===== src/rtl/memory_arbiter_pkg.sv =====
// Shared types for the instruction/data memory arbiter: FSM states,
// transaction owner encoding and watchdog sizing.
package memory_arbiter_pkg;

  typedef enum logic [1:0] {
    ARB_IDLE  = 2'd0,
    ARB_GRANT = 2'd1,
    ARB_RESP  = 2'd2
  } arb_state_e;

  typedef enum logic {
    OWNER_INSTR = 1'b0,
    OWNER_DATA  = 1'b1
  } owner_e;

  // Counter width able to hold TIMEOUT_CYCLES, never narrower than one bit.
  function automatic int unsigned wd_width(input int unsigned timeout);
    return (timeout < 2) ? 1 : $clog2(timeout + 1);
  endfunction

endpackage


===== src/rtl/arb_watchdog.sv =====
// Loadable up-counter with clear/enable that flags when the next enabled
// cycle would reach TIMEOUT_CYCLES; never expires when TIMEOUT_CYCLES is 0.
module arb_watchdog
  import memory_arbiter_pkg::*;
#(
  parameter  int unsigned TIMEOUT_CYCLES = 255,
  localparam int unsigned CW             = wd_width(TIMEOUT_CYCLES)
) (
  input  logic          clk,
  input  logic          reset,
  input  logic          i_clear,
  input  logic          i_en,
  input  logic          i_load,
  input  logic [CW-1:0] i_load_val,
  output logic          o_expired
);

  logic [CW-1:0] r_count;

  always_ff @(posedge clk) begin
    if (reset || i_clear) begin
      r_count <= '0;
    end else if (i_load) begin
      r_count <= i_load_val;
    end else if (i_en) begin
      r_count <= r_count + 1'b1;
    end
  end

  // Expiry is flagged in the last enabled cycle so the owner's FSM leaves
  // GRANT on the same edge the count reaches TIMEOUT_CYCLES.
  generate
    if (TIMEOUT_CYCLES == 0) begin : g_disabled
      assign o_expired = 1'b0;
    end else begin : g_enabled
      assign o_expired = i_en && (r_count == CW'(TIMEOUT_CYCLES - 1));
    end
  endgenerate

endmodule


===== src/rtl/memory_arbiter.sv =====
// Round-robin arbiter sharing one memory port between instruction fetch and
// load/store, with registered transactions and a timeout watchdog.
module memory_arbiter
  import memory_arbiter_pkg::*;
#(
  parameter int unsigned ADDR_WIDTH     = 32,
  parameter int unsigned DATA_WIDTH     = 32,
  parameter int unsigned TIMEOUT_CYCLES = 255
) (
  input  logic                    clk,
  input  logic                    reset,
  input  logic                    i_req,
  input  logic [ADDR_WIDTH-1:0]   i_addr,
  output logic [DATA_WIDTH-1:0]   i_rdata,
  output logic                    i_ack,
  output logic                    i_err,
  input  logic                    d_req,
  input  logic                    d_we,
  input  logic [ADDR_WIDTH-1:0]   d_addr,
  input  logic [DATA_WIDTH-1:0]   d_wdata,
  input  logic [DATA_WIDTH/8-1:0] d_wstrb,
  output logic [DATA_WIDTH-1:0]   d_rdata,
  output logic                    d_ack,
  output logic                    d_err,
  output logic                    mem_req,
  output logic                    mem_we,
  output logic [ADDR_WIDTH-1:0]   mem_addr,
  output logic [DATA_WIDTH-1:0]   mem_wdata,
  output logic [DATA_WIDTH/8-1:0] mem_wstrb,
  input  logic [DATA_WIDTH-1:0]   mem_rdata,
  input  logic                    mem_ack
);

  arb_state_e r_state, w_next_state;
  owner_e     r_owner, r_last_grant, w_grant_owner;
  logic       w_grant_valid, w_enter_grant, w_done, w_wd_en, w_wd_expired;
  logic [DATA_WIDTH-1:0] w_resp_data;

  always_comb begin
    w_grant_valid = i_req | d_req;
    w_grant_owner = OWNER_INSTR;
    if (i_req && d_req) begin
      w_grant_owner = (r_last_grant == OWNER_INSTR) ? OWNER_DATA : OWNER_INSTR;
    end else if (d_req) begin
      w_grant_owner = OWNER_DATA;
    end
  end

  assign w_wd_en       = (r_state == ARB_GRANT);
  assign w_enter_grant = (r_state == ARB_IDLE) && w_grant_valid;
  // mem_ack takes priority over a simultaneous expiry.
  assign w_done        = w_wd_en && (mem_ack || w_wd_expired);
  assign w_resp_data   = (mem_ack && !mem_we) ? mem_rdata : '0;

  arb_watchdog #(
    .TIMEOUT_CYCLES(TIMEOUT_CYCLES)
  ) u_watchdog (
    .clk        (clk),
    .reset      (reset),
    .i_clear    (w_enter_grant),
    .i_en       (w_wd_en),
    .i_load     (1'b0),
    .i_load_val ('0),
    .o_expired  (w_wd_expired)
  );

  always_ff @(posedge clk) begin
    if (reset) r_state <= ARB_IDLE;
    else       r_state <= w_next_state;
  end

  always_comb begin
    w_next_state = r_state;
    case (r_state)
      ARB_IDLE:  if (w_grant_valid) w_next_state = ARB_GRANT;
      ARB_GRANT: if (w_done)        w_next_state = ARB_RESP;
      ARB_RESP:                     w_next_state = ARB_IDLE;
      default:                      w_next_state = ARB_IDLE;
    endcase
  end

  always_ff @(posedge clk) begin
    if (reset) begin
      r_owner      <= OWNER_INSTR;
      r_last_grant <= OWNER_INSTR;
      mem_req      <= 1'b0;
      mem_we       <= 1'b0;
      mem_addr     <= '0;
      mem_wdata    <= '0;
      mem_wstrb    <= '0;
      i_ack        <= 1'b0;
      i_err        <= 1'b0;
      i_rdata      <= '0;
      d_ack        <= 1'b0;
      d_err        <= 1'b0;
      d_rdata      <= '0;
    end else begin
      i_ack <= 1'b0;
      i_err <= 1'b0;
      d_ack <= 1'b0;
      d_err <= 1'b0;
      case (r_state)
        ARB_IDLE: begin
          if (w_grant_valid) begin
            r_owner <= w_grant_owner;
            mem_req <= 1'b1;
            if (w_grant_owner == OWNER_DATA) begin
              mem_addr  <= d_addr;
              mem_we    <= d_we;
              mem_wdata <= d_wdata;
              mem_wstrb <= d_we ? d_wstrb : '0;
            end else begin
              mem_addr  <= i_addr;
              mem_we    <= 1'b0;
              mem_wdata <= '0;
              mem_wstrb <= '0;
            end
          end
        end
        ARB_GRANT: begin
          if (w_done) begin
            mem_req <= 1'b0;
            if (r_owner == OWNER_DATA) begin
              d_rdata <= w_resp_data;
              d_ack   <= 1'b1;
              d_err   <= !mem_ack;
            end else begin
              i_rdata <= w_resp_data;
              i_ack   <= 1'b1;
              i_err   <= !mem_ack;
            end
          end
        end
        ARB_RESP: r_last_grant <= r_owner;
        default: ;
      endcase
    end
  end

endmodule


===== config.mk =====
export PLATFORM = sky130hd
export DESIGN_NAME = memory_arbiter
export DESIGN_NICKNAME = d
export VERILOG_FILES = /design/src/rtl/memory_arbiter_pkg.sv /design/src/rtl/arb_watchdog.sv /design/src/rtl/memory_arbiter.sv
export SDC_FILE = /design/constraint.sdc
export NUM_CORES = 1
export LEC_CHECK = 0
export ABC_CLOCK_PERIOD_IN_PS = 1600
export BUFFER_PORTS_ARGS = -buffer_cell sky130_fd_sc_hd__buf_2
export CAP_MARGIN = 20
export CORE_UTILIZATION = 48
export CTS_CLUSTER_DIAMETER = 80
export DETAILED_ROUTE_END_ITERATION = 6
export HOLD_SLACK_MARGIN = 0.15
export PLACE_DENSITY = 0.89
export SLEW_MARGIN = 30
export SYNTH_ARGS = -nofsm -noshare
export SYNTH_HDL_FRONTEND = slang
export SYNTH_SLANG_ARGS = --single-unit

===== constraint.sdc =====
create_clock -name clk -period 1.6 [get_ports clk]
set_input_delay 0.08 -clock clk [delete_from_list [all_inputs] [get_ports clk]]
set_output_delay 0.08 -clock clk [all_outputs]
set_load 0.05 [all_outputs]

==> flow_summary_export.csv, run 1 <==
group,metric,value,unit
timing,tightest_slew,0.444,ns
route,drcViolationCount,0,
timing,clock_skew,0.0115,ns
clocking,root_buffer,"clkbuf_16",
grt,antenna_found_initial,0,
finish,area_growth,53.9,%
grt,grt_pass1_wl,34.1,mm
floorplanning,core_area,12800,µm²
placement,placed_area,7760,µm²
synthesis,synth_area_leaders,"dfxtp_1, a21oi_1, a311oi_1, mux2i_1, a22o_1",
floorplanning,rows,41,
synthesis,synth.top_cell.area_share,0.474,
route,vias_per_cell,5.78,
finish,post-route-util,0.764,
synthesis,synth_enable_flop_cells,0,
worst_setup_path,cp-end-kind,"flop",
worst_setup_path,critPathKind,"flop to flop",
timing,drv_slew,0,
route,route.vias.total,6991,
floorplanning,die_w,117,µm
synthesis,yosysUniqueCellTypes,46,
finish,final_cells,1209,
synthesis,ys_warn_count,0,
clocking,cts_tree,"built",
timing,fin_crit_sh,0.987,
finish,n_antenna_cell,0,
synthesis,seq_area_frac_synth,0.474,
finish,final_cell_area,9750,µm²
route,finalWirelength,23.1,mm
synthesis,async_flop_share,0,
placement,place_inst,1042,
grt,grt_max_degree,65,
pwr,power,10.9,mW
timing,slew_headroom,0.704,
synthesis,syn_area,6340,µm²
timing,finalSetupViolCount,0,
floorplanning,start_util,0.496,
floorplanning,die_height,117,µm
route,dr.pass1.iters,6,
synthesis,synthFlopType,"dfxtp_1",
worst_setup_path,cp_slowest_cell,"dfxtp_1",
worst_setup_path,required,1.91,ns
finish,drive_gt1_frac,0.336,
clocking,cts.clk_slew.worst_paths,0.06,ns
timing,hold_viol,0,
pwr,p_leak,4.26,nW
grt,grt_use_total,0.326,
synthesis,synthesis.instances,641,
worst_setup_path,cp_max_fo,32,
run,max_cap_viol_count,0,
route,postRouteAntennaNets,0,
timing,fin_ws,0.0208,ns
grt,grt_pass1_vias,6744,
placement,pre_cts_ws,0.0311,ns
clocking,cts_setup_buffers,0,
worst_setup_path,cp-start-kind,"flop",
placement,portBuffers,275,
synthesis,yosysTopAreaCell,"dfxtp_1",
route,wire_per_inst,19.1,µm
clocking,cts_made_buffers,17,
clocking,insertion_delay,0.42,ns
clocking,cts.sinks,150,
timing,finalCriticalPeriod,1.58,ns
worst_hold_path,hp-class,"input port to flop",
placement,dp_hpwl,11.9,mm
pwr,powerDensity,1120,nW/µm²
worst_setup_path,cp.arrival,1.89,ns
floorplanning,top_level_ports,276,
finish,nets,1164,
route,drtIter0Drc,744,
timing,rsz0062_at_grt,"yes",
floorplanning,dieArea,13700,µm²
worst_setup_path,slowest_delay,0.45,ns
timing,fmax,633,MHz
synthesis,syn_nets,781,
synthesis,ys_ff_latch,150,
worst_setup_path,cp_cell_sequence,"and4b_2, buf_12, nand2_1, a311oi_2",
grt,grt_overflow,0,
placement,gp_congestion,0.801,
clocking,h-tree-depth,4,
synthesis,syn_avg_cell_area,9.89,µm²
clocking,cts_buffer_depth,2,
pwr,vdd_drop_max,0.780,mV
status,status,"finished, final reports clean",
layout by cell type (no fill, tap or decap), drive strengths merged, types with 2 or more instances in the layout:
cell / count
nor2: 8
a211oi: 33
nor4: 2
nand2b: 2
or4: 3
a311oi: 64
clkinvlp: 3
ha: 2
nand3b: 2
o21ai: 2
o31ai: 4
dfxtp: 150
clkbuf: 23
a32o: 4
nor2b: 33
nor3: 3
inv: 5
bufinv: 3
or3: 2
nand2: 69
buf: 297
clkinv: 3
or2: 2
mux2i: 33
dlygate4sd3: 134
a21oi: 103
a22o: 34
Yosys cell counts (10+ instances only):
cell type and count:
nand2_1 69, buf_4 19, mux2i_1 33, clkbuf_1 19, a22o_1 34, a311oi_1 58
a21oi_1 102, dfxtp_1 150, nor2b_1 33, buf_6 19, buf_2 10, a211oi_1 33
metal layers:
layer / vias to the layer above / global-route usage / part of all wire
met2: 465 / 0.544 / 0.48
met3: 93 / 0.0803 / 0.092
met4: 0 / 0.206 / 0.050
met5: - / 0 / 0
met1: 3237 / 0.377 / 0.38
li1: 3196 / - / -
cell families (layout without fill, tap and decap cells):
| family | after synthesis | in the layout | synth area share |
|---|---|---|---|
| XOR/XNOR | 1 | 1 | 0.00138 |
| multiplexers | 33 | 33 | 0.0521 |
| AO/OA/AOI/OAI | 249 | 249 | 0.283 |
| AND/OR/NAND/NOR | 134 | 134 | 0.108 |
| flip-flops | 150 | 150 | 0.474 |
| adder cells (fa/ha/maj) | 2 | 2 | 0.00395 |
| buffers and inverters | 72 | 468 | 0.0785 |
state kept, by name, indices dropped and copies added, names as in the netlist, 2 cells and up:
name                count
d_rdata                32
i_rdata                32
mem_addr               32
mem_wdata              32
u_watchdog.r_count      8
mem_wstrb               4
r_state                 2
path summary, 6_finish.rpt:
path	to	cells after the start	start	slack [ns]
hold reg to reg	mem_wdata[25]	1	mem_wdata[25]	0.48
setup reg to reg	d_rdata[14]	4	r_owner	0.02
setup / recovery	d_rdata[14]	4	r_owner	0.02
hold / removal	i_rdata[14]	4	mem_rdata[14]	0.18
area by class of cell:
type                            count  area, µm²
Inverter                            4       15.0
Clock inverter                     10        144
Sequential cell                   150       3000
Timing Repair Buffer              432       3040
Fill cell                         776       3020
Multi-Input combinational cell    419       2870
Clock buffer                       22        474
Tap cell                          172        215
metrics by stage:
| step | hold WS [ns] | setup TNS [ns] |
|---|---|---|
| final | 0.182 | 0 |
| after global routing | 0.190 | -0.118 |
| after CTS | 0.170 | 0 |
| after detailed placement | 0.293 | 0 |
| after global placement | 0.289 | 0 |
| after floorplan | 0.157 | 0 |
critical path, delay by kind of cell (launching register included):
| family | cells | cell delay (ns) |
|---|---|---|
| AND/OR/NAND/NOR | 2 | 0.45 |
| buffers and inverters | 1 | 0.21 |
| AO/OA/AOI/OAI | 1 | 0.36 |
| flip-flops | 1 | 0.45 |
what timing repair did:
action                                  in CTS  in global routing
hold endpoints to repair                   135                  0
hold buffers                               134                  0
resized for setup                            1                  1
cloned                                       0                  1
endpoints found under the setup margin       3                  9
power breakdown:
part | switching [mW] | internal (mW)
clock | 1.59 | 2.59
sequential | 0.158 | 3.98
combinational | 1.70 | 0.889
total | 3.45 | 7.45
Note: power is estimated with default switching activity, not from simulation.
==> run 2, diff against run 1 <==
- CORE_UTILIZATION: 48 -> 49
- CTS_BUF_LIST: default -> sky130_fd_sc_hd__clkbuf_8
- PLACE_DENSITY: 0.89 -> 0.9
- SKIP_CTS_REPAIR_TIMING: default -> 1
==> flow_summary_export.csv, run 2 (synthesis results as in run 1) <==
group,metric,value,unit
status,status,"finished, final reports clean",
route,dr.pass1.iters,5,
route,drtIter0Drc,780,
clocking,h-tree-depth,4,
floorplanning,dieArea,13400,µm²
worst_hold_path,hp-class,"input port to flop",
timing,fmax,645,MHz
pwr,powerDensity,1050,nW/µm²
finish,post-route-util,0.756,
finish,final_common_cell,"buf_2",
route,finalWirelength,23.0,mm
worst_setup_path,slowest_delay,0.42,ns
timing,fin_crit_sh,0.969,
floorplanning,top_level_ports,276,
floorplanning,core_area,12600,µm²
worst_setup_path,cp-end-kind,"flop",
worst_setup_path,cp-start-kind,"flop",
finish,final_cells,1208,
clocking,cts.sinks,150,
grt,grt_pass1_vias,5550,
clocking,root_buffer,"clkbuf_8",
floorplanning,die_w,116,µm
timing,hold_viol,0,
placement,gp_congestion,0.770,
placement,dp_hpwl,12.3,mm
clocking,cts.clk_slew.worst_paths,0.08,ns
clocking,cts_tree,"built",
placement,portBuffers,275,
clocking,insertion_delay,0.45,ns
finish,seq_area,3000,µm²
clocking,cts_buffer_depth,2,
finish,multi_input_area,2860,µm²
finish,area_growth,50.5,%
placement,place_inst,1043,
worst_setup_path,cp_max_fo,63,
route,vias_per_cell,5.84,
finish,final.fill_count,823,
floorplanning,rows,41,
timing,drv_slew,0,
pwr,p_leak,4.18,nW
timing,tightest_slew,0.700,ns
finish,drive_gt1_frac,0.334,
route,route.vias.total,7060,
pwr,vdd_drop_max,0.612,mV
clocking,cts_made_buffers,17,
timing,finalSetupViolCount,0,
route,drcViolationCount,0,
finish,nets,1164,
timing,finalCriticalPeriod,1.55,ns
grt,grt_overflow,0,
route,wire_per_inst,19.0,µm
timing,slew_headroom,0.533,
route,postRouteAntennaNets,0,
run,max_cap_viol_count,0,
finish,layout_common_cells,"buf_2, dfxtp_1, dlygate4sd3_1",
worst_setup_path,cp_slowest_cell,"dfxtp_1",
floorplanning,start_util,0.502,
worst_setup_path,required,1.95,ns
grt,grt_max_degree,65,
grt,grt_use_total,0.263,
worst_setup_path,critPathKind,"flop to flop",
worst_setup_path,cp_cell_sequence,"and4bb_2, buf_12, a21oi_1, a311oi_1",
worst_setup_path,cp.arrival,1.90,ns
grt,antenna_found_initial,0,
floorplanning,die_height,116,µm
grt,grt_pass1_wl,27.3,mm
timing,rsz0062_at_grt,"yes",
timing,clock_skew,0.0162,ns
finish,n_antenna_cell,0,
==> run 2: changes by cell type in the layout (fill, tap and decap cells not counted), sizes merged <==
cell,before,now
inv,5,7
clkbuf,23,18
bufinv,3,5
clkinv,3,2
buf,297,298
==> run 2: routing by layer <==
metal  global-route usage  vias to the layer above  wire, µm
met5                    0                        -         0
met4                0.111                        0      1070
met3               0.0607                       90      2020
met2                0.444                      492     11100
met1                0.322                     3291      8780
li1                     -                     3187         -
==> run 2: worst max-delay path: cells and delay by family, from the launching register on <==
family / cells / cell delay, ns
flip-flops: 1 / 0.42
AND/OR/NAND/NOR: 1 / 0.31
AO/OA/AOI/OAI: 2 / 0.44
buffers and inverters: 1 / 0.26
==> run 2: final cells by class <==
| type | instances | share of cell area |
|---|---|---|
| Timing Repair Buffer | 432 | 0.314 |
| Clock inverter | 13 | 0.0216 |
| Clock buffer | 18 | 0.0260 |
| Multi-Input combinational cell | 419 | 0.300 |
| Inverter | 4 | 0.00157 |
| Sequential cell | 150 | 0.315 |
| Tap cell | 172 | 0.0226 |
==> run 2: path summary, 6_finish.rpt <==
path | start | end | slack (ns) | cells past startpoint
max | r_state[0] | i_rdata[18] | 0.05 | 4
min | mem_rdata[30] | d_rdata[30] | 0.14 | 4
max reg2reg | r_state[0] | i_rdata[18] | 0.05 | 4
min reg2reg | mem_wstrb[1] | mem_wstrb[1] | 0.48 | 1
==> run 2: per-stage QoR <==
| stage | setup slack (ns) | total power [mW] | setup TNS, ns | cell area, µm² | hold slack [ns] |
|---|---|---|---|---|---|
| after floorplan | 0.0712 | 5.81 | 0 | 6340 | 0.157 |
| after detailed placement | 0.0923 | 6.41 | 0 | 7740 | 0.294 |
| after global routing | -0.0703 | 10.4 | -0.388 | 9540 | 0.158 |
| after CTS | 0.0804 | 9.67 | 0 | 8190 | -0.186 |
| after global placement | 0.143 | 6.36 | 0 | 7740 | 0.288 |
| final | 0.0493 | 10.0 | 0 | 9540 | 0.138 |
==> run 2: report_power, final <==
group / leakage (nW) / switching, mW / internal (mW)
Combinational: 2.73 / 1.71 / 0.873
Clock: 0.224 / 1.44 / 1.89
Sequential: 1.22 / 0.154 / 3.97
Total: 4.18 / 3.30 / 6.73
